==> config.mk <==
export PLATFORM = sky130hd
export DESIGN_NAME = uart_pixel_sender
export DESIGN_NICKNAME = d
export VERILOG_FILES = /design/src/rtl/uart_pkg.sv /design/src/rtl/uart_tx_frame.sv /design/src/rtl/uart_pixel_sender.sv
export SDC_FILE = /design/constraint.sdc
export NUM_CORES = 1
export LEC_CHECK = 0
export CAP_MARGIN = 20
export CORE_ASPECT_RATIO = 0.5
export CORE_MARGIN = 4
export CORE_UTILIZATION = 41
export DETAILED_ROUTE_END_ITERATION = 8
export PLACE_DENSITY = 0.59
export SYNTH_ARGS = -nofsm -noshare
export SYNTH_HDL_FRONTEND = slang
export SYNTH_SLANG_ARGS = --single-unit
export TNS_END_PERCENT = 1
==> constraint.sdc <==
create_clock -name clk -period 2.84 [get_ports clk]
set_input_delay 0.568 -clock clk [delete_from_list [all_inputs] [get_ports clk]]
set_output_delay 0.568 -clock clk [all_outputs]
set_load 0.01 [all_outputs]
==> src/rtl/uart_pkg.sv <==
// Shared constants, state encodings and the parity helper for the pixel UART sender.
package uart_pkg;

  localparam int PARITY_NONE     = 0;
  localparam int PARITY_EVEN     = 1;
  localparam int PARITY_ODD      = 2;
  localparam int DEFAULT_CLK_DIV = 868;

  // Character-level states, owned by uart_tx_frame.
  typedef enum logic [2:0] {
    ST_IDLE,
    ST_START,
    ST_DATA,
    ST_PARITY,
    ST_STOP
  } uart_state_e;

  // Pixel-level sequencer states, owned by the top.
  typedef enum logic [1:0] {
    SEQ_IDLE,
    SEQ_LOAD,
    SEQ_SEND
  } seq_state_e;

  function automatic logic parity_bit(input logic [7:0] data, input int mode);
    return (mode == PARITY_ODD) ? ~(^data) : (^data);
  endfunction

endpackage

==> src/rtl/uart_tx_frame.sv <==
// Serialises one UART character: start bit, 8 data bits LSB first, optional parity, stop bits.
// i_start is accepted when idle or in the final stop cycle, so characters can run back to back.
module uart_tx_frame
  import uart_pkg::*;
#(
  parameter int CLK_DIV   = DEFAULT_CLK_DIV,
  parameter int PARITY    = PARITY_NONE,
  parameter int STOP_BITS = 1
) (
  input  logic       clk,
  input  logic       rst,
  input  logic       i_start,
  input  logic [7:0] i_data,
  output logic       o_tx,
  output logic       o_done
);

  localparam int            CW        = $clog2(CLK_DIV);
  localparam logic [CW-1:0] BAUD_LAST = CW'(CLK_DIV - 1);
  localparam logic [2:0]    STOP_LAST = 3'(STOP_BITS - 1);

  uart_state_e   r_state;
  uart_state_e   w_state_next;
  logic [CW-1:0] r_baud_cnt;
  logic [2:0]    r_bit_cnt;
  logic [7:0]    r_shift;
  logic          r_parity;
  logic          w_bit_end;
  logic          w_last_data;
  logic          w_last_stop;
  logic          w_load;

  assign w_bit_end   = (r_baud_cnt == BAUD_LAST);
  assign w_last_data = w_bit_end && (r_bit_cnt == 3'd7);
  assign w_last_stop = w_bit_end && (r_bit_cnt == STOP_LAST);
  assign w_load      = i_start && ((r_state == ST_IDLE) || ((r_state == ST_STOP) && w_last_stop));

  always_ff @(posedge clk or negedge rst) begin
    if (!rst) r_state <= ST_IDLE;
    else      r_state <= w_state_next;
  end

  always_comb begin
    w_state_next = r_state;
    case (r_state)
      ST_IDLE:   if (i_start) w_state_next = ST_START;
      ST_START:  if (w_bit_end) w_state_next = ST_DATA;
      ST_DATA:   if (w_last_data) w_state_next = (PARITY != PARITY_NONE) ? ST_PARITY : ST_STOP;
      ST_PARITY: if (w_bit_end) w_state_next = ST_STOP;
      ST_STOP:   if (w_last_stop) w_state_next = i_start ? ST_START : ST_IDLE;
      default:   w_state_next = ST_IDLE;
    endcase
  end

  always_comb begin
    o_tx   = 1'b1;
    o_done = 1'b0;
    case (r_state)
      ST_START:  o_tx = 1'b0;
      ST_DATA:   o_tx = r_shift[0];
      ST_PARITY: o_tx = r_parity;
      ST_STOP:   o_done = w_last_stop;
      default:   ;
    endcase
  end

  // Bit counter restarts on every state change; it counts data bits in DATA and stop bits in STOP.
  always_ff @(posedge clk or negedge rst) begin
    if (!rst) begin
      r_baud_cnt <= '0;
      r_bit_cnt  <= '0;
      r_shift    <= '0;
      r_parity   <= 1'b0;
    end else begin
      if ((r_state == ST_IDLE) || w_bit_end) r_baud_cnt <= '0;
      else                                   r_baud_cnt <= r_baud_cnt + 1'b1;

      if ((w_state_next != r_state) || w_load) r_bit_cnt <= '0;
      else if (w_bit_end)                      r_bit_cnt <= r_bit_cnt + 1'b1;

      if (w_load) begin
        r_shift  <= i_data;
        r_parity <= parity_bit(i_data, PARITY);
      end else if ((r_state == ST_DATA) && w_bit_end) begin
        r_shift <= {1'b0, r_shift[7:1]};
      end
    end
  end

endmodule

==> src/rtl/uart_pixel_sender.sv <==
// Pixel FIFO plus byte sequencer in front of uart_tx_frame.
// Each pixel is split into bytes sent without gaps; pixel_sent pulses once per pixel.
module uart_pixel_sender
  import uart_pkg::*;
#(
  parameter int PIXEL_W        = 8,
  parameter int DEPTH          = 16,
  parameter int CLK_DIV        = DEFAULT_CLK_DIV,
  parameter int PARITY         = PARITY_NONE,
  parameter int STOP_BITS      = 1,
  parameter int MSB_BYTE_FIRST = 0
) (
  input  logic                     clk,
  input  logic                     rst,
  input  logic                     in_valid,
  input  logic [PIXEL_W-1:0]       in_data,
  output logic                     in_ready,
  output logic                     tx,
  output logic                     busy,
  output logic [$clog2(DEPTH):0]   fifo_count,
  output logic                     pixel_sent
);

  localparam int             BYTES     = PIXEL_W / 8;
  localparam int             AW        = $clog2(DEPTH);
  localparam int             CNTW      = AW + 1;
  localparam int             BW        = (BYTES > 1) ? $clog2(BYTES) : 1;
  localparam logic [BW-1:0]  LAST_BYTE = BW'(BYTES - 1);
  localparam logic [CNTW-1:0] FULL     = CNTW'(DEPTH);

  logic [PIXEL_W-1:0] r_mem [DEPTH];
  logic [AW-1:0]      r_wr_ptr;
  logic [AW-1:0]      r_rd_ptr;
  logic [CNTW-1:0]    r_count;
  seq_state_e         r_state;
  seq_state_e         w_state_next;
  logic [PIXEL_W-1:0] r_pixel;
  logic [BW-1:0]      r_byte_idx;
  logic               r_pixel_sent;

  logic               w_push;
  logic               w_pop;
  logic               w_frame_start;
  logic               w_frame_done;
  logic               w_last_byte;
  logic               w_pixel_done;
  logic               w_next_byte_go;
  logic [PIXEL_W-1:0] w_head;
  logic [PIXEL_W-1:0] w_pixel_shifted;
  logic [7:0]         w_first_byte;
  logic [7:0]         w_next_byte;
  logic [7:0]         w_frame_data;

  assign w_push   = in_valid && in_ready;
  assign w_head   = r_mem[r_rd_ptr];
  assign in_ready = (r_count != FULL);

  // The byte on the wire always sits at the "front" of r_pixel; advancing shifts it out.
  if (MSB_BYTE_FIRST != 0) begin : g_msb_first
    assign w_pixel_shifted = r_pixel << 8;
    assign w_first_byte    = w_head[PIXEL_W-1 -: 8];
    assign w_next_byte     = w_pixel_shifted[PIXEL_W-1 -: 8];
  end else begin : g_lsb_first
    assign w_pixel_shifted = r_pixel >> 8;
    assign w_first_byte    = w_head[7:0];
    assign w_next_byte     = w_pixel_shifted[7:0];
  end

  assign w_last_byte    = (r_byte_idx == LAST_BYTE);
  assign w_pixel_done   = (r_state == SEQ_SEND) && w_frame_done && w_last_byte;
  assign w_next_byte_go = (r_state == SEQ_SEND) && w_frame_done && !w_last_byte;
  assign w_frame_data   = (r_state == SEQ_LOAD) ? w_first_byte : w_next_byte;

  always_ff @(posedge clk) begin
    if (w_push) r_mem[r_wr_ptr] <= in_data;
  end

  always_ff @(posedge clk or negedge rst) begin
    if (!rst) begin
      r_wr_ptr <= '0;
      r_rd_ptr <= '0;
      r_count  <= '0;
    end else begin
      if (w_push) r_wr_ptr <= r_wr_ptr + 1'b1;
      if (w_pop)  r_rd_ptr <= r_rd_ptr + 1'b1;
      case ({w_push, w_pop})
        2'b10:   r_count <= r_count + 1'b1;
        2'b01:   r_count <= r_count - 1'b1;
        default: r_count <= r_count;
      endcase
    end
  end

  always_ff @(posedge clk or negedge rst) begin
    if (!rst) r_state <= SEQ_IDLE;
    else      r_state <= w_state_next;
  end

  always_comb begin
    w_state_next = r_state;
    case (r_state)
      SEQ_IDLE: if (r_count != '0) w_state_next = SEQ_LOAD;
      SEQ_LOAD: w_state_next = SEQ_SEND;
      SEQ_SEND: if (w_pixel_done) w_state_next = (r_count != '0) ? SEQ_LOAD : SEQ_IDLE;
      default:  w_state_next = SEQ_IDLE;
    endcase
  end

  always_comb begin
    w_pop         = 1'b0;
    w_frame_start = w_next_byte_go;
    busy          = (r_count != '0);
    case (r_state)
      SEQ_LOAD: begin
        w_pop         = 1'b1;
        w_frame_start = 1'b1;
        busy          = 1'b1;
      end
      SEQ_SEND: busy = 1'b1;
      default:  ;
    endcase
  end

  always_ff @(posedge clk or negedge rst) begin
    if (!rst) begin
      r_pixel      <= '0;
      r_byte_idx   <= '0;
      r_pixel_sent <= 1'b0;
    end else begin
      if (w_pop) begin
        r_pixel    <= w_head;
        r_byte_idx <= '0;
      end else if (w_next_byte_go) begin
        r_pixel    <= w_pixel_shifted;
        r_byte_idx <= r_byte_idx + 1'b1;
      end
      r_pixel_sent <= w_pixel_done;
    end
  end

  assign fifo_count = r_count;
  assign pixel_sent = r_pixel_sent;

  uart_tx_frame #(
    .CLK_DIV  (CLK_DIV),
    .PARITY   (PARITY),
    .STOP_BITS(STOP_BITS)
  ) u_frame (
    .clk    (clk),
    .rst    (rst),
    .i_start(w_frame_start),
    .i_data (w_frame_data),
    .o_tx   (tx),
    .o_done (w_frame_done)
  );

endmodule

Yosys cells after proc, flatten, opt, wreduce, memory -nomap -nowiden:

Memories as Yosys holds them, arrays and structs flattened.
Cells that the tools add are included.

* memories kept: 1
* input bits: 11
* bits in writable memories: 128
* bits in registers: 42
* output and inout port bits: 9
* logic and storage cells: 84

Memory list
* r_mem: depth 16, width 8, read ports 1, clocked after memory_dff 0, wr ports 1, line uart_pixel_sender.sv:31 `logic [PIXEL_W-1:0] r_mem [DEPTH];`

* add/subtract/negate cells: 7
* reduce and logical (&&, ||, !) cells: 23
* eq/ne operators: 14
* mux-type cells: 27
* bitwise operators: 1

Operator list (count)
* $mux 8: 3
* $mux 3: 7
* $pmux 3 s5: 1
* $add 10x1->10 const B: 1
* $eq 10x10->1 const B: 1
* $mux 1: 10
* $mux 10: 1
* $pmux 5 s2: 1
* $logic_and 1x1->1: 9
* $add 4x1->4 const B: 2
* $reduce_bool 2->1: 4
* $reduce_xor 8->1: 1
* $eq 3x2->1 const B: 2
* $eq 3x3->1 const B: 2
* $logic_not 3->1: 2
* $pmux 2 s3: 1
* $add 5x1->5 const B: 1
* $ne 5x5->1 const B: 1
* $reduce_bool 5->1: 1
* $sub 5x1->5 const B: 1
* $eq 2x1->1 const B: 2
* $eq 2x2->1 const B: 2
* $mux 2: 2
* $ne 2x2->1 const B: 2
* other kinds (10): 12

Longest topological paths before layout:

Gate-level depths: netlist (run 1).

* depth in word-level cells: 12
* gate-level depth with buffers: 14
* depth with buffers taken out: 13

Cells and area by module:

Synthesis (run 1) repeated with hierarchy kept, for this count alone.

* cells, all modules: 471
* area, all modules: 7488.4 um^2

By module, submodules not included
* uart_pixel_sender: cells each 326, times used 1, area an instance 6074.6 um^2
* uart_tx_frame: cells each 145, times used 1, area an instance 1413.9 um^2

Worst setup path before layout (run 1):

No wires, ideal clock.

* path kind: register to register
* start: register r_count[1] (netlist: fifo_count[1])
* end: register r_count[4] (netlist: fifo_count[4])
* period minus slack after synthesis: 2589 ps
* arrival: 2461 ps
* required time: 2712 ps
* setup time: 128 ps
* setup slack: 251 ps
* cell stages (with the launch flop): 15
* cell sequence: dfrtp_1 -> nor4_1 -> nand2_1 -> and2_1 -> clkbuf_1 -> inv_1 -> ha_1 -> inv_1 -> fa_1 -> inv_1 -> a21o_1 -> a21oi_1 -> xnor2_1 -> nor2_1 -> xor2_1

* cells in the longest elaborated chain, start to end: 4
* elaborated cells on any way between the ends: 8

RTL lines
* start, declared: line uart_pixel_sender.sv:34 `logic [CNTW-1:0] r_count;`
* start signal, assigned: line uart_pixel_sender.sv:87 `2'b10: r_count <= r_count + 1'b1;`
* start signal, assigned: line uart_pixel_sender.sv:88 `2'b01: r_count <= r_count - 1'b1;`
* start signal, assigned: line uart_pixel_sender.sv:89 `default: r_count <= r_count;`
* $ne 5x5->1 (*): line uart_pixel_sender.sv:56 `assign in_ready = (r_count != FULL);`
* via in_ready: line uart_pixel_sender.sv:17 `output logic in_ready,`
* $logic_and 1x1->1 (*): line uart_pixel_sender.sv:54 `assign w_push = in_valid && in_ready;`
* $eq 2x1->1 or $eq 2x2->1 (tied branches): line uart_pixel_sender.sv:86 `case ({w_push, w_pop})`
* $pmux 5 s2 or $reduce_bool 2->1 (tied branches)

The timed path passes the listed nets; every way through them passes the cells marked *.
A chain may end at the register's enable or synchronous reset.

Worst setup path in the final report (run 1):

* start: register r_rd_ptr[0]
* end: register u_frame.r_parity

* cells in the longest elaborated chain, start to end: 3

RTL lines
* start, declared: line uart_pixel_sender.sv:33 `logic [AW-1:0] r_rd_ptr;`
* start signal, assigned: line uart_pixel_sender.sv:85 `if (w_pop) r_rd_ptr <= r_rd_ptr + 1'b1;`
* $mem_v2 16x8
* $mux 8: line uart_pixel_sender.sv:72 `assign w_frame_data = (r_state == SEQ_LOAD) ? w_first_byte : w_next_byte;`
* $reduce_xor 8->1
* end signal, assigned: line uart_tx_frame.sv:83 `r_parity <= parity_bit(i_data, PARITY);`
* end, declared: line uart_tx_frame.sv:27 `logic r_parity;`

No other way between the ends.

==> results.sh, run 1 <==
export IMPL_status="complete, no violations"
export IMPL_power_density_nw_per_um2=1030
export IMPL_antenna_cells=0
export IMPL_clock_sink_count=170
export IMPL_start_util_pct=42.4
export IMPL_postSynthCellCount=499
export IMPL_fin_skew_ns=0.0122
export IMPL_synth_area_sq_um=7460
export IMPL_syn_nets=528
export IMPL_cts_tree="done"
export IMPL_routed_wl_mm=15.6
export IMPL_cts_path_max_buffers=2
export IMPL_maxCapViolCount=0
export IMPL_fin_area_sq_um=8720
export IMPL_cts_hold_fix_buffers=0
export IMPL_grtUsageMet1_pct=24.7
export IMPL_end_kind="flop"
export IMPL_worst_pin_slew_ns=0.688
export IMPL_grt_start_max_net_pins=24
export IMPL_ctsHtreeMaxLevel=4
export IMPL_nets=581
export IMPL_synth_compound_area_share_pct=8.87
export IMPL_port_buffers=19
export IMPL_grt_overflow_total=0
export IMPL_finalHoldViolCount=0
export IMPL_vias=4285
export IMPL_async_flop_share_pct=24.7
export IMPL_dr_pass1_iters=5
export IMPL_timing_final_max_slew_violations=0
export IMPL_place_congestion=0.880
export IMPL_grt_util_all_layers_pct=16.3
export IMPL_min_period_ns=2.73
export IMPL_crit_type="flop to flop"
export IMPL_clk_pin_slew_ns=0.07
export IMPL_synth_top_family_by_area="multiplexers"
export IMPL_critPathLaunchType="flop"
export IMPL_grt_pass1_wl_mm=24.9
export IMPL_synth_most_common_cell="edfxtp_1"
export IMPL_yosys_area_share_simple_pct=7.40
export IMPL_yosysWarnings=0
export IMPL_drive_above_1_share_pct=18.9
export IMPL_use_met3_pct=3.53
export IMPL_die_y_microns=103
export IMPL_utilization_pct=49.5
export IMPL_drc=0
export IMPL_finalSetupViolCount=0
export IMPL_synth_flop_cell="edfxtp_1"
export IMPL_ff2ff_path_depth=8
export IMPL_fill_cells=1516
export IMPL_cts_root_buf="clkbuf_16"
export IMPL_dp_hpwl_mm=10.8
export IMPL_muxShareOfSynthArea_pct=9.69
export IMPL_power_leakage_uw=0.00328
export IMPL_top_usage_layer="met1"
export IMPL_rsz0062_at_grt="yes"
export IMPL_hp_class="input pin to async pin"
export IMPL_synth_top_cell_area_share_pct=51.5
export IMPL_max_slew_margin_rel_pct=54.0
export IMPL_crit_required_ns=3.16
export IMPL_dpl_worst_slack_ns=-0.0202
export IMPL_wl_per_cell_microns=19.5
export IMPL_drtIter0Drc=309
export IMPL_synth_common_cells="edfxtp_1 (128), dfrtp_1 (42), nor2_1 (39)"
export IMPL_cts_buffers=17
export IMPL_cp_arrival_ns=3.05
export IMPL_synthAdderAreaFrac_pct=3.12
export IMPL_clk_latency_ns=0.42
export IMPL_antenna_found_initial=0
export IMPL_synth_seq_cells=170
export IMPL_cp_max_fo=12
export IMPL_synth_area_top_cells="edfxtp_1 (52%), dfrtp_1 (14%), mux4_2 (4.8%)"
export IMPL_syn_mean_instance_area_sq_um=14.9
export IMPL_yosys_area_share_xor_xnor_pct=2.35
export IMPL_setup_slack_ns=0.109
export IMPL_io_pins=20
export IMPL_first_global_vias=4239
export IMPL_num_rows=34
export IMPL_antenna_left=0
export IMPL_yosys_area_top_type="edfxtp_1"
export IMPL_use_met2_pct=23.8
export IMPL_dieArea_sq_um=20500
export IMPL_ys_seq_area_share_pct=65.6
export IMPL_seqCellArea_sq_um=4900
export IMPL_period_share_pct=96.2
export IMPL_die_width_microns=199
export IMPL_routed_via_density=5.36
export IMPL_worst_ir_drop_vdd_v=0.000528
export IMPL_placed_cell_area_sq_um=8100
export IMPL_area_growth_pct=16.9
export IMPL_synth_edf_count=128
export IMPL_coreArea_sq_um=17600
export IMPL_synth_cell_types=54
export IMPL_clock_fmax_mhz=366
export IMPL_multi_input_area_sq_um=2360
==> routing by layer <==
| metal | vias to the layer above | wire, microns |
|---|---|---|
| met1 | 2152 | 7780 |
| met3 | 12 | 785 |
| li1 | 2012 | - |
| met4 | 0 | 151 |
| met5 | - | 0 |
| met2 | 109 | 6880 |
==> kinds of logic after synthesis <==
family,after synthesis
compound gates,83
xor+xnor,20
fa+ha+maj,18
buf+inv,41
flops,170
mux,52
simple gates,115
==> registers in the layout, summed over array words and instances (netlist names) <==
register	count
fifo_count	5
pixel_sent	1
r_byte_idx	1
r_mem	128
r_rd_ptr	4
r_state	2
r_wr_ptr	4
u_frame.r_baud_cnt	10
u_frame.r_bit_cnt	3
u_frame.r_parity	1
u_frame.r_shift	8
u_frame.r_state	3
==> area by class of cell <==
cell class              count  share of cell area, %
well taps                 234                   3.36
inverters                  17                  0.732
multi-input cells         288                   27.1
clock buffers              18                   4.92
clock inverters            14                   1.81
repair buffers             58                   5.94
flip-flops and latches    170                   56.1
==> stage by stage <==
step / power (uW) / setup TNS, ns / std cells / hold slack, ns
floorplan: 5680 / 0 / 499 / 0.272
global placement: 6600 / -0.000612 / 765 / 0.446
detailed placement: 6630 / -0.0202 / 765 / 0.454
CTS: 8970 / 0 / 797 / 0.104
global route: 9520 / -0.0112 / 799 / 0.135
finish: 8960 / 0 / 799 / 0.104
==> power breakdown <==
group	switching (uW)	internal, uW
sequential	321	3090
clock	998	1320
combinational	1720	1520
==> worst max-delay path, cell delays in order (launching register included) <==
cell and delay [ns]:
dfrtp_2 0.44, buf_4 0.15, buf_12 0.14, mux4_2 0.50, or3_1 0.37, a211oi_1 0.33
o211ai_1 0.17, a211o_1 0.28, a32o_1 0.25
==> timing repair <==
| item | in CTS | in global routing |
|---|---|---|
| setup buffers | 0 | 2 |
| setup endpoints to repair | 1 | 2 |
| gates resized for setup | 2 | 4 |
| gates cloned | 0 | 0 |
==> worst paths after layout <==
path	slack [ns]	startpoint	to
max	0.11	r_rd_ptr[0]$_DFFE_PN0P_	u_frame.r_parity$_DFFE_PN0P_
min	0.10	rst	u_frame.r_baud_cnt[9]$_DFF_PN0_
max reg2reg	0.11	r_rd_ptr[0]$_DFFE_PN0P_	u_frame.r_parity$_DFFE_PN0P_
min reg2reg	0.46	u_frame.r_baud_cnt[0]$_DFF_PN0_	u_frame.r_baud_cnt[0]$_DFF_PN0_
max in group asynchronous	2.04	rst	u_frame.r_state[2]$_DFF_PN0_
min in group clk	0.46	u_frame.r_baud_cnt[0]$_DFF_PN0_	u_frame.r_baud_cnt[0]$_DFF_PN0_
==> placed cells by master (no fill, tap or decap), types with 6 or more instances in the layout <==
master,n
a21oi_1,8
a221oi_1,8
a221oi_2,7
a22o_1,6
buf_4,36
clkbuf_16,17
clkdlybuf4s50_1,17
dfrtp_1,40
edfxtp_1,128
ha_1,17
inv_1,17
mux2i_1,34
mux4_2,16
nand2_1,27
nand2b_1,8
nand3_1,6
nor2_1,39
nor3_1,8
o21ai_0,17
or2_2,6
xnor2_1,12
xor2_1,8
No activity file was read; power rests on OpenSTA's default activity.
==> run 2, diff against run 1 <==
- ABC_AREA: not set -> 1
- SLEW_MARGIN: not set -> 20
==> run 2 against run 1 <==
  * Critical path type is now flop to output port
  * First-iteration DRC count grew 32%
  * Die area up 6.1%
  * Final area rose by 3.3%
  * Clock skew is 0.0014 ns higher
==> results.sh, run 2 <==
export IMPL_fin_area_sq_um=9010
export IMPL_die_y_microns=106
export IMPL_dr_pass1_iters=5
export IMPL_async_flop_share_pct=24.7
export IMPL_critical_path_max_stage_delay_ns=0.48
export IMPL_first_global_vias=5145
export IMPL_mostFrequentLayoutCell="nand2_1"
export IMPL_synth_flop_cell="edfxtp_1"
export IMPL_ff2ff_path_depth=12
export IMPL_crit_type="flop to output port"
export IMPL_worst_pin_slew_ns=0.733
export IMPL_cts_hold_fix_buffers=0
export IMPL_critPathLaunchType="flop"
export IMPL_yosysWarnings=0
export IMPL_grt_util_all_layers_pct=16.6
export IMPL_timing_final_max_slew_violations=0
export IMPL_placed_cell_area_sq_um=8410
export IMPL_ctsHtreeMaxLevel=4
export IMPL_largest_reg_flops=128
export IMPL_cp_depth=4
export IMPL_min_period_ns=2.72
export IMPL_syn_nets=844
export IMPL_cp_cell_sequence="nor4_1 > nand2_1 > or2_2 > clkdlybuf4s50_1"
export IMPL_hp_class="input pin to async pin"
export IMPL_synth_edf_count=128
export IMPL_coreArea_sq_um=18700
export IMPL_crit_family="simple AND/OR/NAND/NOR gates"
export IMPL_fill_cells=1724
export IMPL_finalSetupViolCount=0
export IMPL_vias=5454
export IMPL_top_register="r_mem"
export IMPL_fin_skew_ns=0.0136
export IMPL_start_util_pct=42.5
export IMPL_worstReg2RegEnd="fifo_count[4]$_DFFE_PN0P_"
export IMPL_place_congestion=0.813
export IMPL_clock_fmax_mhz=368
export IMPL_max_slew_margin_rel_pct=51.0
export IMPL_reg2reg_from="fifo_count[1]$_DFFE_PN0P_"
export IMPL_grt_pass1_wl_mm=28.0
export IMPL_final_cell_mix="nand2_1 (245), edfxtp_1 (128), inv_1 (97), nand3_1 (97), nor2_1 (64)"
export IMPL_dieArea_sq_um=21800
export IMPL_synth_top_cell_area_share_pct=48.4
export IMPL_synth_cell_types=35
export IMPL_cts_tree="done"
export IMPL_rsz0062_at_grt="no"
export IMPL_io_pins=20
export IMPL_status="complete, no violations"
export IMPL_antenna_found_initial=0
export IMPL_clk_latency_ns=0.42
export IMPL_nets=876
export IMPL_drtIter0Drc=409
export IMPL_dp_hpwl_mm=10.6
export IMPL_ys_seq_area_share_pct=61.6
export IMPL_largestRegisters="r_mem: 128 flops, u_frame.r_baud_cnt: 10 flops, u_frame.r_shift: 8 flops"
export IMPL_routed_via_density=4.88
export IMPL_crit_required_ns=2.27
export IMPL_synth_area_top_cells="edfxtp_1 (48%), dfrtp_1 (13%), nand2_1 (12%)"
export IMPL_cts_setup_buffers=0
export IMPL_power_density_nw_per_um2=1000
export IMPL_power_leakage_uw=0.00391
export IMPL_wl_per_cell_microns=15.3
export IMPL_antenna_cells=0
export IMPL_end_kind="output port"
export IMPL_yosys_area_top_type="edfxtp_1"
export IMPL_r2r_setup_slack_ns=0.42
export IMPL_cts_root_buf="clkbuf_16"
export IMPL_synth_area_sq_um=7950
export IMPL_fin_tns_setup_ns=0
export IMPL_finalHoldViolCount=0
export IMPL_worst_ir_drop_vdd_v=0.000342
export IMPL_utilization_pct=48.2
export IMPL_maxCapViolCount=0
export IMPL_routed_wl_mm=17.1
export IMPL_cp_slowest_cell="clkdlybuf4s50_1"
export IMPL_cts_path_max_buffers=2
export IMPL_synth_most_common_cell="nand2_1"
export IMPL_grt_start_max_net_pins=61
export IMPL_drc=0
export IMPL_postSynthCellCount=815
export IMPL_synth_common_cells="nand2_1 (245), edfxtp_1 (128), inv_1 (97), nand3_1 (97), nor2_1 (64)"
export IMPL_port_buffers=19
export IMPL_area_growth_pct=13.4
export IMPL_clk_pin_slew_ns=0.07
export IMPL_path_buf_inv=1
export IMPL_antenna_left=0
export IMPL_drive_above_1_share_pct=8.61
export IMPL_cp_arrival_ns=2.15
export IMPL_synth_seq_cells=170
export IMPL_syn_mean_instance_area_sq_um=9.75
export IMPL_cts_resized=0
export IMPL_period_share_pct=95.7
export IMPL_cp_max_fo=5
export IMPL_grt_overflow_total=0
export IMPL_clock_sink_count=170
export IMPL_cts_buffers=17
export IMPL_num_rows=35
export IMPL_die_width_microns=205
## run 2: area by class of cell
class | count | area, sq um | share of cell area (%)
Sequential cell | 170 | 4900 | 54.4
Timing Repair Buffer | 44 | 373 | 4.14
Clock buffer | 17 | 425 | 4.72
Tap cell | 259 | 324 | 3.60
Inverter | 101 | 384 | 4.26
Multi-Input combinational cell | 513 | 2430 | 27.0
Clock inverter | 14 | 175 | 1.94
## run 2: worst max path at each step
stage                                    from                         to
global placement                     in_valid  fifo_count[4]$_DFFE_PN0P_
global route        fifo_count[0]$_DFFE_PN0P_                       busy
detailed placement                   in_valid  fifo_count[4]$_DFFE_PN0P_
finish              fifo_count[1]$_DFFE_PN0P_                       busy
CTS                 fifo_count[1]$_DFFE_PN0P_                       busy
floorplan           fifo_count[1]$_DFFE_PN0P_  fifo_count[4]$_DFFE_PN0P_
## run 2: worst reg2reg max path, cell delays in order, from the launching register on
cell	delay, ns
dfrtp_1	0.43
nor4_1	0.37
nand2_1	0.12
nand2_1	0.15
ha_1	0.25
inv_1	0.10
fa_1	0.39
nor2_1	0.12
a211oi_1	0.06
nand2_1	0.06
nand2_1	0.04
nor2_1	0.10
xor2_1	0.15
## run 2: layer usage
metal	part of all wire, %	GRT usage [%]
met5	0	0
met2	47	26.5
met4	1.3	4.82
met3	4.3	3.08
met1	48	23.3
## run 2: metrics by stage
| stage | std cells | hold WS [ns] | setup slack (ns) | power (uW) |
|---|---|---|---|---|
| 6_report | 1118 | 0.0212 | 0.122 | 9010 |
| 5_1_grt | 1118 | 0.0303 | 0.0384 | 9650 |
| 4_1_cts | 1118 | 0.0126 | 0.0972 | 9060 |
| 3_5_place_dp | 1087 | 0.463 | 0.322 | 6700 |
| 3_3_place_gp | 1087 | 0.460 | 0.338 | 6650 |
| 2_1_floorplan | 815 | 0.272 | 0.545 | 5870 |
## run 2: cell families after synthesis
kind of cell    after synthesis  synth area share (%)
simple gates                437                  23.3
flops                       170                  61.6
buf+inv                     132                  7.83
compound gates               50                  3.51
fa+ha+maj                    18                  2.93
xor+xnor                      8                 0.882
## run 2: power by group
part,internal [uW],switching (uW),leakage [uW]
registers,3090,258,0.00168
clock network,1260,1090,0.000290
logic,1070,2250,0.00194
